## config.mk

```make
export PLATFORM = sky130hd
export DESIGN_NAME = execute_stage
export DESIGN_NICKNAME = d
export VERILOG_FILES = /design/src/rtl/execute_stage.sv
export SDC_FILE = /design/constraint.sdc
export NUM_CORES = 1
export LEC_CHECK = 0
export CORE_ASPECT_RATIO = 1.5
export CORE_MARGIN = 1.5
export CORE_UTILIZATION = 40
export CTS_CLUSTER_DIAMETER = 200
export DETAILED_ROUTE_END_ITERATION = 10
export PLACE_DENSITY = 0.72
export SYNTH_ARGS = -nofsm -noshare
export SYNTH_HDL_FRONTEND = slang
export SYNTH_SLANG_ARGS = --single-unit
```

## constraint.sdc

```tcl
create_clock -name clk -period 3.9 [get_ports clk]
set_input_delay 0.78 -clock clk [delete_from_list [all_inputs] [get_ports clk]]
set_output_delay 0.78 -clock clk [all_outputs]
set_load 0.05 [all_outputs]
```

## src/rtl/execute_stage.sv

```systemverilog
// Execute stage of the bf8b pipeline: ALU ops, data-memory load/store via
// req/ack, and a one-cycle ready/err pulse with registered results to writeback.
module execute_stage #(
  parameter int MEM_TIMEOUT = 15
) (
  input  logic       clk,
  input  logic       rst_n,
  input  logic       en,
  input  logic [3:0] op,
  input  logic [3:0] reg_addr,
  input  logic [7:0] a,
  input  logic [7:0] b,
  input  logic [7:0] imm,
  output logic       busy,
  output logic       ready,
  output logic       err,
  output logic [3:0] out_op,
  output logic [3:0] out_reg_addr,
  output logic [7:0] out_val,
  output logic [7:0] mem_addr,
  output logic       mem_rd,
  output logic       mem_wr,
  output logic [7:0] mem_wdata,
  input  logic [7:0] mem_rdata,
  input  logic       mem_ack
);

  localparam logic [3:0] OP_LOD  = 4'b0001;
  localparam logic [3:0] OP_STR  = 4'b0010;
  localparam logic [3:0] OP_ADD  = 4'b0011;
  localparam logic [3:0] OP_ADDI = 4'b0100;
  localparam logic [3:0] OP_LODI = 4'b0101;
  localparam logic [3:0] OP_NAND = 4'b0110;

  // Counter value in the last MEM cycle before abort.
  localparam logic [7:0] TMO_LAST = 8'(MEM_TIMEOUT - 1);

  typedef enum logic [1:0] {IDLE, MEM, DONE} state_t;

  state_t     state_q, state_d;
  logic [3:0] op_q, op_d;
  logic [3:0] reg_q, reg_d;
  logic [7:0] cnt_q, cnt_d;
  logic       err_q, err_d;
  logic [3:0] out_op_q, out_op_d;
  logic [3:0] out_reg_q, out_reg_d;
  logic [7:0] out_val_q, out_val_d;
  logic [7:0] mem_addr_q, mem_addr_d;
  logic       mem_rd_q, mem_rd_d;
  logic       mem_wr_q, mem_wr_d;
  logic [7:0] mem_wdata_q, mem_wdata_d;

  logic is_mem;
  logic tmo;

  assign is_mem = (op == OP_LOD) || (op == OP_STR);
  assign tmo    = (cnt_q == TMO_LAST);

  function automatic logic [7:0] alu(
    input logic [3:0] o,
    input logic [7:0] x,
    input logic [7:0] y,
    input logic [7:0] i
  );
    logic [7:0] r;
    r = '0;
    unique case (1'b1)
      (o == OP_ADD):  r = x + y;
      (o == OP_ADDI): r = x + i;
      (o == OP_LODI): r = i;
      (o == OP_NAND): r = ~(x & y);
      default:        r = '0;
    endcase
    return r;
  endfunction

  always_ff @(posedge clk or negedge rst_n) begin
    if (!rst_n) begin
      state_q <= IDLE;
    end else begin
      state_q <= state_d;
    end
  end

  always_comb begin
    state_d = state_q;
    unique case (state_q)
      IDLE:    if (en) state_d = is_mem ? MEM : DONE;
      MEM:     if (mem_ack || tmo) state_d = DONE;
      DONE:    state_d = IDLE;
      default: state_d = IDLE;
    endcase
  end

  always_comb begin
    busy  = (state_q != IDLE);
    ready = (state_q == DONE);
    err   = err_q;
  end

  always_comb begin
    op_d        = op_q;
    reg_d       = reg_q;
    cnt_d       = cnt_q;
    err_d       = err_q;
    out_op_d    = out_op_q;
    out_reg_d   = out_reg_q;
    out_val_d   = out_val_q;
    mem_addr_d  = mem_addr_q;
    mem_rd_d    = mem_rd_q;
    mem_wr_d    = mem_wr_q;
    mem_wdata_d = mem_wdata_q;
    unique case (state_q)
      IDLE: begin
        if (en) begin
          op_d  = op;
          reg_d = reg_addr;
          if (is_mem) begin
            mem_addr_d = b;
            mem_rd_d   = (op == OP_LOD);
            mem_wr_d   = (op == OP_STR);
            if (op == OP_STR) mem_wdata_d = a;
            cnt_d = '0;
          end else begin
            out_op_d  = op;
            out_reg_d = reg_addr;
            out_val_d = alu(op, a, b, imm);
            err_d     = 1'b0;
          end
        end
      end
      MEM: begin
        // Ack takes priority over a coincident timeout.
        if (mem_ack || tmo) begin
          mem_rd_d  = 1'b0;
          mem_wr_d  = 1'b0;
          out_op_d  = op_q;
          out_reg_d = reg_q;
          out_val_d = (mem_ack && op_q == OP_LOD) ? mem_rdata : 8'h00;
          err_d     = !mem_ack;
        end else begin
          cnt_d = cnt_q + 8'd1;
        end
      end
      DONE:    err_d = 1'b0;
      default: err_d = 1'b0;
    endcase
  end

  always_ff @(posedge clk or negedge rst_n) begin
    if (!rst_n) begin
      op_q        <= '0;
      reg_q       <= '0;
      cnt_q       <= '0;
      err_q       <= 1'b0;
      out_op_q    <= '0;
      out_reg_q   <= '0;
      out_val_q   <= '0;
      mem_addr_q  <= '0;
      mem_rd_q    <= 1'b0;
      mem_wr_q    <= 1'b0;
      mem_wdata_q <= '0;
    end else begin
      op_q        <= op_d;
      reg_q       <= reg_d;
      cnt_q       <= cnt_d;
      err_q       <= err_d;
      out_op_q    <= out_op_d;
      out_reg_q   <= out_reg_d;
      out_val_q   <= out_val_d;
      mem_addr_q  <= mem_addr_d;
      mem_rd_q    <= mem_rd_d;
      mem_wr_q    <= mem_wr_d;
      mem_wdata_q <= mem_wdata_d;
    end
  end

  assign out_op       = out_op_q;
  assign out_reg_addr = out_reg_q;
  assign out_val      = out_val_q;
  assign mem_addr     = mem_addr_q;
  assign mem_rd       = mem_rd_q;
  assign mem_wr       = mem_wr_q;
  assign mem_wdata    = mem_wdata_q;

endmodule

```

Yosys cells after proc, flatten, opt, wreduce, memory -nomap -nowiden
Cells that the tools add are included.
Operators by class
  muxes and demuxes: 33
  add/sub/neg operators: 3
  equal/unequal tests: 15
  reduce and logical (&&, ||, !) cells: 15
  bitwise logic cells: 2
Operators by type and width (number)
  2-to-1 mux 8 bit: 7
  case mux 8 bit (2 select lines): 2
  case mux 8 bit (4 select lines): 1
  2-to-1 mux 4 bit: 6
  adder 8 bit: 2
  case mux 4 bit (2 select lines): 2
  AND reduction 4 bit: 4
  equality test 4 x 3 -> 1 bit (second input constant): 3
  != test 2 bit (second input constant): 5
  adder 8 x 1 -> 8 bit (second input constant): 1
  AND 8 bit: 1
  equality test 4 x 1 -> 1 bit (second input constant): 2
  equality test 4 x 2 -> 1 bit (second input constant): 2
  equality test 8 x 4 -> 1 bit (second input constant): 1
  2-to-1 mux 1 bit: 8
  NOT 8 bit: 1
  2-to-1 mux 2 bit: 3
  case mux 1 bit (2 select lines): 3
  AND reduction 3 bit: 2
  case mux 2 bit (2 select lines): 1
  AND reduction 2 bit: 2
  nonzero test 2 bit: 2
  equality test 2 x 1 -> 1 bit (second input constant): 1
  equality test 2 bit (second input constant): 1
  other kinds (4): 5
Word-level totals
  output and inout bits: 37
  register bits: 53
  logic and storage cells: 80

Logic depth before layout (Yosys ltp)
Gate-level depths: netlist (run 1).
  depth in word-level cells: 6
  mapped depth: 11
  depth with buffers taken out: 11

Least setup slack after synthesis (run 1)
No wires, ideal clock.
  path kind: input port to flip-flop
  from: input op[1]
  to: register out_val_q[6], in the netlist out_val[6]
  library setup time: 0.132 ns
  setup slack: 0.802 ns
  arrival: 2.966 ns
  stages on the path: 11
  path buffers: 0
  cells stage by stage: nor4b_4 > mux2_2 > ha_1 > inv_1 > fa_1 > nor2b_1 > o31a_1 > o21ai_0 > a211oi_1 > o31ai_1 > a31oi_1
On the way
  longest elaborated chain between the ends: 5
Ends and longest elaborated chain
  start: declaration: line 9  | input logic [3:0] op,
  equality test 4 x 3 -> 1 bit (tied with other cells): line 71  | (o == OP_NAND): r = ~(x & y);
  case mux 8 bit (4 select lines): line 67  | unique case (1'b1)
  2-to-1 mux 8 bit: line 118  | if (is_mem) begin
  2-to-1 mux 8 bit: line 115  | if (en) begin
  case mux 8 bit (2 select lines): line 113  | unique case (state_q)
  end signal: assignment: line 170  | out_val_q <= out_val_d;
  end: declaration: line 47  | logic [7:0] out_val_q, out_val_d;
Parallel ways exist; a longest one is shown, timed or not. The select of a mux whose other input is x is not followed.
A chain may end at the register's enable or synchronous reset.

Worst setup path after layout (run 1)
Same ends and word-level chain as after synthesis.

==> summary.md, run 1 <==
| Metric | Value |
|---|---|
| Most used DFF post-synth | `dfrtp_1` |
| Period utilisation layout | `0.883` |
| Max FO, Critical Path | `8` |
| Vert. Die Dim | `108 um` |
| Largest family of logic cells by synthesized area | `simple AND/OR/NAND/NOR gates` |
| Port-buffer cells | `80` |
| DRT iter0 DRCs | `172` |
| Cts hold-fix bufs | `0` |
| Async S/R FF share, synth | `1.00` |
| Seq cells post-synth | `53` |
| Largest net degree at the start of global routing | `33` |
| DRC viols | `0` |
| Die Area | `0.00788 mm^2` |
| Critical path required time | `4.09 ns` |
| ANT cells | `0` |
| Routed len/inst | `15.1 um` |
| Synth Warn # | `0` |
| Total GRT Usage | `0.196` |
| Fill cells | `642` |
| Critical path endpoint category | `flip-flop` |
| Initial antenna violation count | `0` |
| Synth Area in Compound Gates | `0.158` |
| Largest stage delay on the critical path | `0.46 ns` |
| Library cell with the largest summed area after synthesis | `dfrtp_1` |
| Mapped Cells | `301` |
| TritonCTS Buffers | `5` |
| Core Area | `0.00718 mm^2` |
| Mux cell area share after synthesis | `0.0988` |
| Worst VDD drop | `0.000334 V` |
| Pins Over Slew Limit | `0` |
| Pleak | `1.71 nW` |
| DR vias/cell | `5.30` |
| Area share of the largest cell type after synthesis | `0.451` |
| Met2 WL | `3780 um` |
| First-pass DRT Iterations | `4` |
| Die width | `73.0 um` |
| M1 WL | `3110 um` |
| Post-synth EDFFs | `0` |
| Post-CTS Resized | `0` |
| Fin Setup TNS | `0 ns` |
| Post-Syn Area per Cell | `9.76 um^2` |
| Clk pin slew, worst setup/hold paths | `0.10 ns` |
| Xor-xnor portion of the synthesized cell area | `0.0268` |
| Power per Cell Area | `631 mW/mm^2` |
| CP max-delay cell | `clkdlybuf4s50_1` |
| RSZ-0062 raised after global routing | `false` |
| Share of layout cells above drive strength 1 | `0.123` |
| Crit Path Class | `input pin to flip-flop` |
| Vias in the first global route | `2471` |
| Sequential cell area fraction in the yosys report | `0.451` |
| Startpoint types | `input pin` |
| Final setup viols | `0` |
| Maxcap violations | `0` |
| Post-layout min period | `3.44 ns` |
| Clock Tree Root | `clkbuf_8` |
| Nets@finish | `442` |
| Post-CTS Setup Inserts | `0` |
| Syn-to-layout area delta | `35.4%` |
| Worst path top cell family by delay | `compound AO/OA/AOI/OAI gates` |
| Metal3 WL | `377 um` |
| Hpwl dp | `5710 um` |
| # IOs | `81` |
| Pre-CTS WS | `0.173 ns` |
| Cell variety after synth | `55` |
| Max Clock Skew | `0.00795 ns` |
| # rows | `38` |
| Post-Syn Area | `0.00294 mm^2` |
| Hold WC Path Type | `input pin to asynchronous set/reset pin` |
| Max Fclk | `290 MHz` |
| Synth top area cells | `dfrtp_1 45%, mux2_2 9.2%, nand2_1 7.7%` |
| Total Wirelength | `7400 um` |
| PnR worst setup slack | `0.457 ns` |
| Worst Max-Slew Pin Slew | `0.697 ns` |
| Final Hold Violating Endpoints | `0` |
| First-pass GRT wire length | `12000 um` |
| H-tree Lvls | `2` |
| Worst-path cell chain | `clkdlybuf4s50_1, nor4b_4, buf_4, mux2_2, ha_1, inv_1, fa_1, nor2b_1, o31a_1, o21ai_0, a211oi_1, o31ai_1, a31oi_1` |
| Clock Path Buffers | `2` |
| Worst-Skew Late Latency | `0.31 ns` |
| Clock sinks | `53` |
| Synth Area in Simple Gates | `0.195` |
| Crit path buf inv count | `3` |
| Initial Utilization | `0.409` |
| Highest Signal Layer | `met4` |
| Routability cong. | `0.815` |
| Outcome | `completed` |
| CTS tree | `done` |
| Remaining Overflow, GRT | `0` |
| Adder-Cell Fraction of Synth Area | `0.0451` |
| ANT nets after route | `0` |
| Slew HR | `0.533` |
| CP arrival | `3.63 ns` |
| Vias | `2591` |
| Syn Nets | `355` |
through the flow:
| stage | instances | hold WS [ns] | area [um^2] | power, W | utilization |
|---|---|---|---|---|---|
| floorplan | 301 | 0.481 | 2940 | 0.00176 | - |
| global placement | 481 | 0.459 | 3890 | 0.00218 | 0.542 |
| detailed placement | 481 | 0.464 | 3890 | 0.00220 | 0.542 |
| CTS | 489 | 0.444 | 3980 | 0.00253 | 0.554 |
| global route | 489 | 0.472 | 3980 | 0.00265 | 0.554 |
| finish | 489 | 0.418 | 3980 | 0.00251 | 0.554 |
final cells by class:
cell class	count	area, um^2	share of cell area
clock inverter	3	21.3	0.00535
sequential	53	1330	0.333
clock buffer	5	68.8	0.0173
tap	100	125	0.0314
multi-input combinational	230	1540	0.387
inverter	9	33.8	0.00849
timing repair buffer	89	863	0.217
synthesized netlist by cell type (all sizes together), types with 4 or more instances:
master / n
a211oi: 4
a21oi: 6
a222oi: 4
a31oi: 9
clkbuf: 6
dfrtp: 53
ha: 9
inv: 9
mux2: 24
nand2: 60
nand2b: 5
nor2: 25
nor2b: 5
nor3: 6
o21ai: 14
xor2: 6
report_power, final:
part	total [W]	switching, W	internal [W]	leakage, nW
sequential	0.000876	0.000131	0.000744	0.675
combinational	0.00131	0.000833	0.000477	0.987
clock	0.000324	0.000196	0.000128	0.0445
total	0.00251	0.00116	0.00135	1.71
worst reg2reg max path: cells and delay by family, from the launching register on:
| family | cells | cell delay [ns] |
|---|---|---|
| simple gates | 2 | 0.98 |
| buf+inv | 1 | 0.37 |
| compound gates | 4 | 0.78 |
| flops | 1 | 0.43 |
routing by layer:
layer | global-route usage | vias up
met5 | 0 | -
met4 | 0.0687 | 0
met3 | 0.0317 | 13
met2 | 0.343 | 82
met1 | 0.242 | 1246
li1 | - | 1250
cell usage in the layout (no fill, tap or decap), types with 3 or more instances in the layout:
master           instances
a211oi_1                 4
a21oi_1                  6
a222oi_1                 4
a31oi_1                  9
buf_4                    9
clkbuf_8                 5
clkdlybuf4s50_1         79
dfrtp_1                 53
ha_1                     9
inv_1                    8
mux2_2                  24
nand2_1                 60
nand2b_1                 4
nand4_1                  3
nor2_1                  25
nor2b_1                  5
nor3_1                   6
nor4_1                   3
o21ai_0                 14
or3_1                    3
xnor2_1                  3
xor2_1                   6
flip-flops by register name (all words and copies together), names as in the netlist:
register and count:
cnt_q 8, mem_addr 8, mem_wdata 8, out_val 8, op_q 4, out_op 4, out_reg_addr 4, reg_q 4
state_q 2, err 1, mem_rd 1, mem_wr 1
cell families (layout without fill, tap and decap cells):
kind of cell,count (synthesis),in the layout
flops,53,53
xor+xnor,9,9
mux,26,26
compound gates,63,63
simple gates,122,122
buf+inv,18,106
fa+ha+maj,10,10
worst paths after layout:
check / start / end / slack (ns) / depth (start not counted)
max: op[1] / out_val[6] / 0.46 / 13
min in group clk: out_val[3] / out_val[3] / 0.49 / 2
min reg2reg: out_val[3] / out_val[3] / 0.49 / 2
max reg2reg: state_q[1] / out_val[5] / 1.24 / 7
min: rst_n / mem_wdata[1] / 0.42 / 1
max in group asynchronous: rst_n / mem_rd / 2.66 / 2
Note: power is estimated with default switching activity, not from simulation.
==> inputs of run 2 (changes only) <==
Settings changed: CELL_PAD_IN_SITES_DETAIL_PLACEMENT set to 1, CELL_PAD_IN_SITES_GLOBAL_PLACEMENT set to 2, CORE_UTILIZATION 40 to 31, PLACE_DENSITY 0.72 to 0.88.
==> summary.md, run 2 (synthesis results as in run 1) <==
| Metric | Value |
|---|---|
| Post-CTS Resized | `0` |
| Clock power share | `0.173` |
| Die Area | `0.0101 mm^2` |
| TritonCTS Buffers | `5` |
| Logic pwr share | `0.500` |
| # IOs | `81` |
| First-pass GRT wire length | `14200 um` |
| CP max-delay cell | `clkdlybuf4s50_1` |
| Worst Max-Slew Pin Slew | `0.797 ns` |
| Power Internal | `0.00148 W` |
| Crit path buf inv count | `3` |
| Routed len/inst | `17.3 um` |
| Post-CTS Setup Inserts | `0` |
| Worst path top cell family by delay | `compound AO/OA/AOI/OAI gates` |
| Sw power | `0.00121 W` |
| Outcome | `completed` |
| Share of layout cells above drive strength 1 | `0.128` |
| Pins Over Slew Limit | `0` |
| Final setup viols | `0` |
| Nets@finish | `444` |
| Post-layout min period | `3.47 ns` |
| Clock Path Buffers | `2` |
| Clock Tree Root | `clkbuf_16` |
| Die width | `82.5 um` |
| Non-Filler Instances | `503` |
| Fill cells | `1074` |
| Slew HR | `0.469` |
| Power after layout | `0.00269 W` |
| First-pass DRT Iterations | `5` |
| CTS tree | `done` |
| Clock sinks | `53` |
| Worst VDD drop | `0.000406 V` |
| Vias in the first global route | `2858` |
| Part of the power in registers | `0.327` |
| M1 WL | `3510 um` |
| Total Wirelength | `8690 um` |
| Power per Cell Area | `660 mW/mm^2` |
| Startpoint types | `input pin` |
| Largest net degree at the start of global routing | `36` |
| Most frequent cells in the layout | `79 x clkdlybuf4s50_1, 60 x nand2_1, 53 x dfrtp_1` |
| Initial Utilization | `0.317` |
| # rows | `43` |
| Total GRT Usage | `0.186` |
| Vias | `2644` |
| Critical path required time | `4.07 ns` |
| Hold Slack | `0.483 ns` |
| Final Hold Violating Endpoints | `0` |
| Pleak | `1.74 nW` |
| H-tree Lvls | `2` |
| Remaining Overflow, GRT | `0` |
| RSZ-0062 raised after global routing | `false` |
| Critical path endpoint category | `flip-flop` |
| ANT nets after route | `0` |
| Maxcap violations | `0` |
| Max Fclk | `288 MHz` |
| Highest Signal Layer | `met4` |
| Worst-Skew Late Latency | `0.30 ns` |
| Period utilisation layout | `0.891` |
| Switching power share of the total | `0.451` |
| Hpwl dp | `6750 um` |
| Seq. cell area | `0.00133 mm^2` |
| Hold WC Path Type | `flip-flop to flip-flop` |
| Worst-path cell chain | `clkdlybuf4s50_1, nor4b_4, buf_4, mux2_2, ha_1, inv_1, fa_1, nor2b_1, o31a_1, o21ai_0, a211oi_1, o31ai_1, a31oi_1` |
| Cts hold-fix bufs | `0` |
| CP arrival | `3.64 ns` |
| Initial antenna violation count | `0` |
| Crit Path Class | `input pin to flip-flop` |
| Metal3 WL | `355 um` |
| Met2 WL | `4720 um` |
| Placed insts | `495` |
| Port-buffer cells | `80` |
| DRT iter0 DRCs | `80` |
| Clk pin slew, worst setup/hold paths | `0.08 ns` |
| DR vias/cell | `5.26` |
| Dpl cell area | `0.00392 mm^2` |
| Commonest non-fill, non-tap cell in the layout | `clkdlybuf4s50_1` |
| Largest stage delay on the critical path | `0.46 ns` |
| Area of the multi-input gates | `0.00154 mm^2` |
| Routability cong. | `0.799` |
| Max Clock Skew | `0.00853 ns` |
| DRC viols | `0` |
| Vert. Die Dim | `122 um` |
| Core Area | `0.00925 mm^2` |
| Max FO, Critical Path | `8` |
| Syn-to-layout area delta | `38.5%` |
| Finished Cell Area | `0.00407 mm^2` |
| ANT cells | `0` |
| Fin Setup TNS | `0 ns` |
==> run 2: layout make-up <==
class	count	area share
clock buffers	5	0.0307
clock inverters	3	0.00646
inverters	9	0.00830
multi-input cells	230	0.378
flip-flops and latches	53	0.326
well taps	112	0.0344
repair buffers	91	0.216
==> run 2: layer usage <==
metal,GRT usage,vias to the layer above
li1,-,1253
met4,0.0583,0
met2,0.336,54
met1,0.220,1333
met5,0,-
met3,0.0253,4
==> run 2: worst paths after layout <==
kind | startpoint | end | slack (ns) | depth (start not counted)
max | op[1] | out_val[6] | 0.43 | 13
min | mem_addr[0] | mem_addr[0] | 0.48 | 2
max reg2reg | cnt_q[0] | mem_wdata[3] | 1.32 | 8
min reg2reg | mem_addr[0] | mem_addr[0] | 0.48 | 2
max in group asynchronous | rst_n | mem_wr | 2.58 | 2
min in group asynchronous | rst_n | mem_addr[4] | 0.56 | 1
==> run 2: stage by stage <==
step                worst slack, ns  utilization
detailed placement            0.115        0.423
global placement              0.209        0.423
finish                        0.425        0.440
floorplan                     0.802            -
CTS                           0.423        0.440
global route                  0.292        0.440
==> run 2: power groups by stage <==
stage	Combinational, W	Sequential, W	Clock, W
floorplan	0.000428	0.00133	0
global placement	0.00133	0.000882	0
detailed placement	0.00135	0.000893	0
CTS	0.00136	0.000883	0.000480
global route	0.00143	0.000909	0.000497
finish	0.00134	0.000879	0.000465
==> run 2: worst min-delay path: cells and delay by family (launching register included) <==
family        cells  cell delay [ns]
flops             1             0.35
simple gates      2             0.11
==> inputs of run 3 (changes only) <==
Settings changed: CORE_ASPECT_RATIO 1.5 to 1.75.
==> summary.md, run 3 (synthesis results as in run 1) <==
| Metric | Value |
|---|---|
| Outcome | `completed` |
| Part of the power in registers | `0.330` |
| Share of layout cells above drive strength 1 | `0.126` |
| Clock sinks | `53` |
| Pleak | `1.74 nW` |
| Slew HR | `0.506` |
| Final Core Density | `0.445` |
| Worst Max-Slew Pin Slew | `0.741 ns` |
| Non-Filler Instances | `510` |
| H-tree Lvls | `2` |
| Fin Setup TNS | `0 ns` |
| Fill cells | `1025` |
| Die Area | `0.0101 mm^2` |
| Met3 Usage GRT | `0.0304` |
| Vert. Die Dim | `132 um` |
| Startpoint types | `input pin` |
| Clock Path Buffers | `2` |
| Clock power share | `0.173` |
| Hpwl dp | `6670 um` |
| Post-layout min period | `3.52 ns` |
| Final Hold Violating Endpoints | `0` |
| Vias | `2600` |
| CTS tree | `done` |
| Initial Utilization | `0.321` |
| DRT iter0 DRCs | `122` |
| ANT nets after route | `0` |
| Period utilisation layout | `0.902` |
| Worst VDD drop | `0.000426 V` |
| Sw power | `0.00120 W` |
| R2R Setup Slk | `1.31 ns` |
| Critical path endpoint category | `flip-flop` |
| Busiest metal layer after global routing | `met2` |
| Power per Cell Area | `657 mW/mm^2` |
| Max Clock Skew | `0.00961 ns` |
| Post-CTS Resized | `0` |
| Cts hold-fix bufs | `0` |
| ANT cells | `0` |
| TritonCTS Buffers | `5` |
| # rows | `46` |
| GR Util met2 | `0.324` |
| Power Internal | `0.00147 W` |
| Routability cong. | `0.773` |
| Maxcap violations | `0` |
| Remaining Overflow, GRT | `0` |
| R2R cell count | `6` |
| Die width | `76.6 um` |
| Seq. cell area | `0.00133 mm^2` |
| Max FO, Critical Path | `8` |
| Largest net degree at the start of global routing | `33` |
| Routed len/inst | `16.3 um` |
| Crit Path Class | `input pin to flip-flop` |
| Switching power share of the total | `0.449` |
| Min-Delay Path Depth | `2` |
| Placed insts | `502` |
| Hold WC Path Type | `flip-flop to flip-flop` |
| First-pass GRT wire length | `14300 um` |
| Max Fclk | `284 MHz` |
| Final setup viols | `0` |
| Total Wirelength | `8310 um` |
| Syn-to-layout area delta | `38.6%` |
| Clk pin slew, worst setup/hold paths | `0.07 ns` |
| DRC viols | `0` |
| Vias in the first global route | `2840` |
| DR vias/cell | `5.10` |
| Pins Over Slew Limit | `0` |
| # IOs | `81` |
| Pre-CTS WS | `0.0805 ns` |
| RSZ-0062 raised after global routing | `false` |
| Initial antenna violation count | `0` |
| Worst-Skew Late Latency | `0.30 ns` |
| Total GRT Usage | `0.175` |
| Critical path required time | `4.06 ns` |
| Post-CTS Setup Inserts | `0` |
| First-pass DRT Iterations | `5` |
| PnR worst setup slack | `0.382 ns` |
| Core Area | `0.00915 mm^2` |
| CP arrival | `3.68 ns` |
| Commonest non-fill, non-tap cell in the layout | `clkdlybuf4s50_1` |
| GR Util met1 | `0.204` |
| Logic pwr share | `0.498` |
| Most frequent cells in the layout | `79 x clkdlybuf4s50_1, 60 x nand2_1, 53 x dfrtp_1` |
| Clock Tree Root | `clkbuf_16` |
| Port-buffer cells | `80` |
| Nets@finish | `443` |
| Area of the multi-input gates | `0.00154 mm^2` |
==> run 3: power groups by stage <==
stage | sequential, W | clock (W) | combinational, W
after global placement | 0.000883 | 0 | 0.00133
after floorplan | 0.00133 | 0 | 0.000428
after CTS | 0.000885 | 0.000472 | 0.00135
after detailed placement | 0.000895 | 0 | 0.00135
after global routing | 0.000913 | 0.000491 | 0.00142
final | 0.000882 | 0.000462 | 0.00133
==> run 3: critical path, cell delays in order <==
cell and delay (ns):
clkdlybuf4s50_1 0.46, nor4b_4 0.29, buf_4 0.23, mux2_2 0.35
ha_1 0.21, inv_1 0.08, fa_1 0.21, nor2b_1 0.08
o31a_1 0.25, o21ai_0 0.21, a211oi_1 0.10, o31ai_1 0.30
a31oi_1 0.12
==> run 3: layer usage <==
metal / vias up / routed length, um
met5: - / 0
met4: 0 / 113
met3: 5 / 286
met2: 51 / 4540
met1: 1284 / 3370
li1: 1260 / -
==> run 3: final timing paths <==
path / startpoint / end
worst max register to register: state_q[1] / mem_wdata[2]
min in group asynchronous: rst_n / reg_q[0]
max in group asynchronous: rst_n / out_val[2]
worst min-delay path: mem_addr[1] / mem_addr[1]
worst min register to register: mem_addr[1] / mem_addr[1]
worst max-delay path: op[1] / out_val[6]
==> run 3: area by class of cell <==
type,count,area share
clock inverters,3,0.00645
repair buffers,90,0.214
well taps,120,0.0369
flip-flops and latches,53,0.326
multi-input cells,230,0.378
inverters,9,0.00829
clock buffers,5,0.0307
==> run 3: metrics by stage <==
step	total power, W	instance area [um^2]	hold slack (ns)
finish	0.00268	4070	0.486
detailed placement	0.00224	3920	0.471
CTS	0.00271	4070	0.493
global placement	0.00221	3920	0.461
floorplan	0.00176	2940	0.481
global route	0.00282	4070	0.510
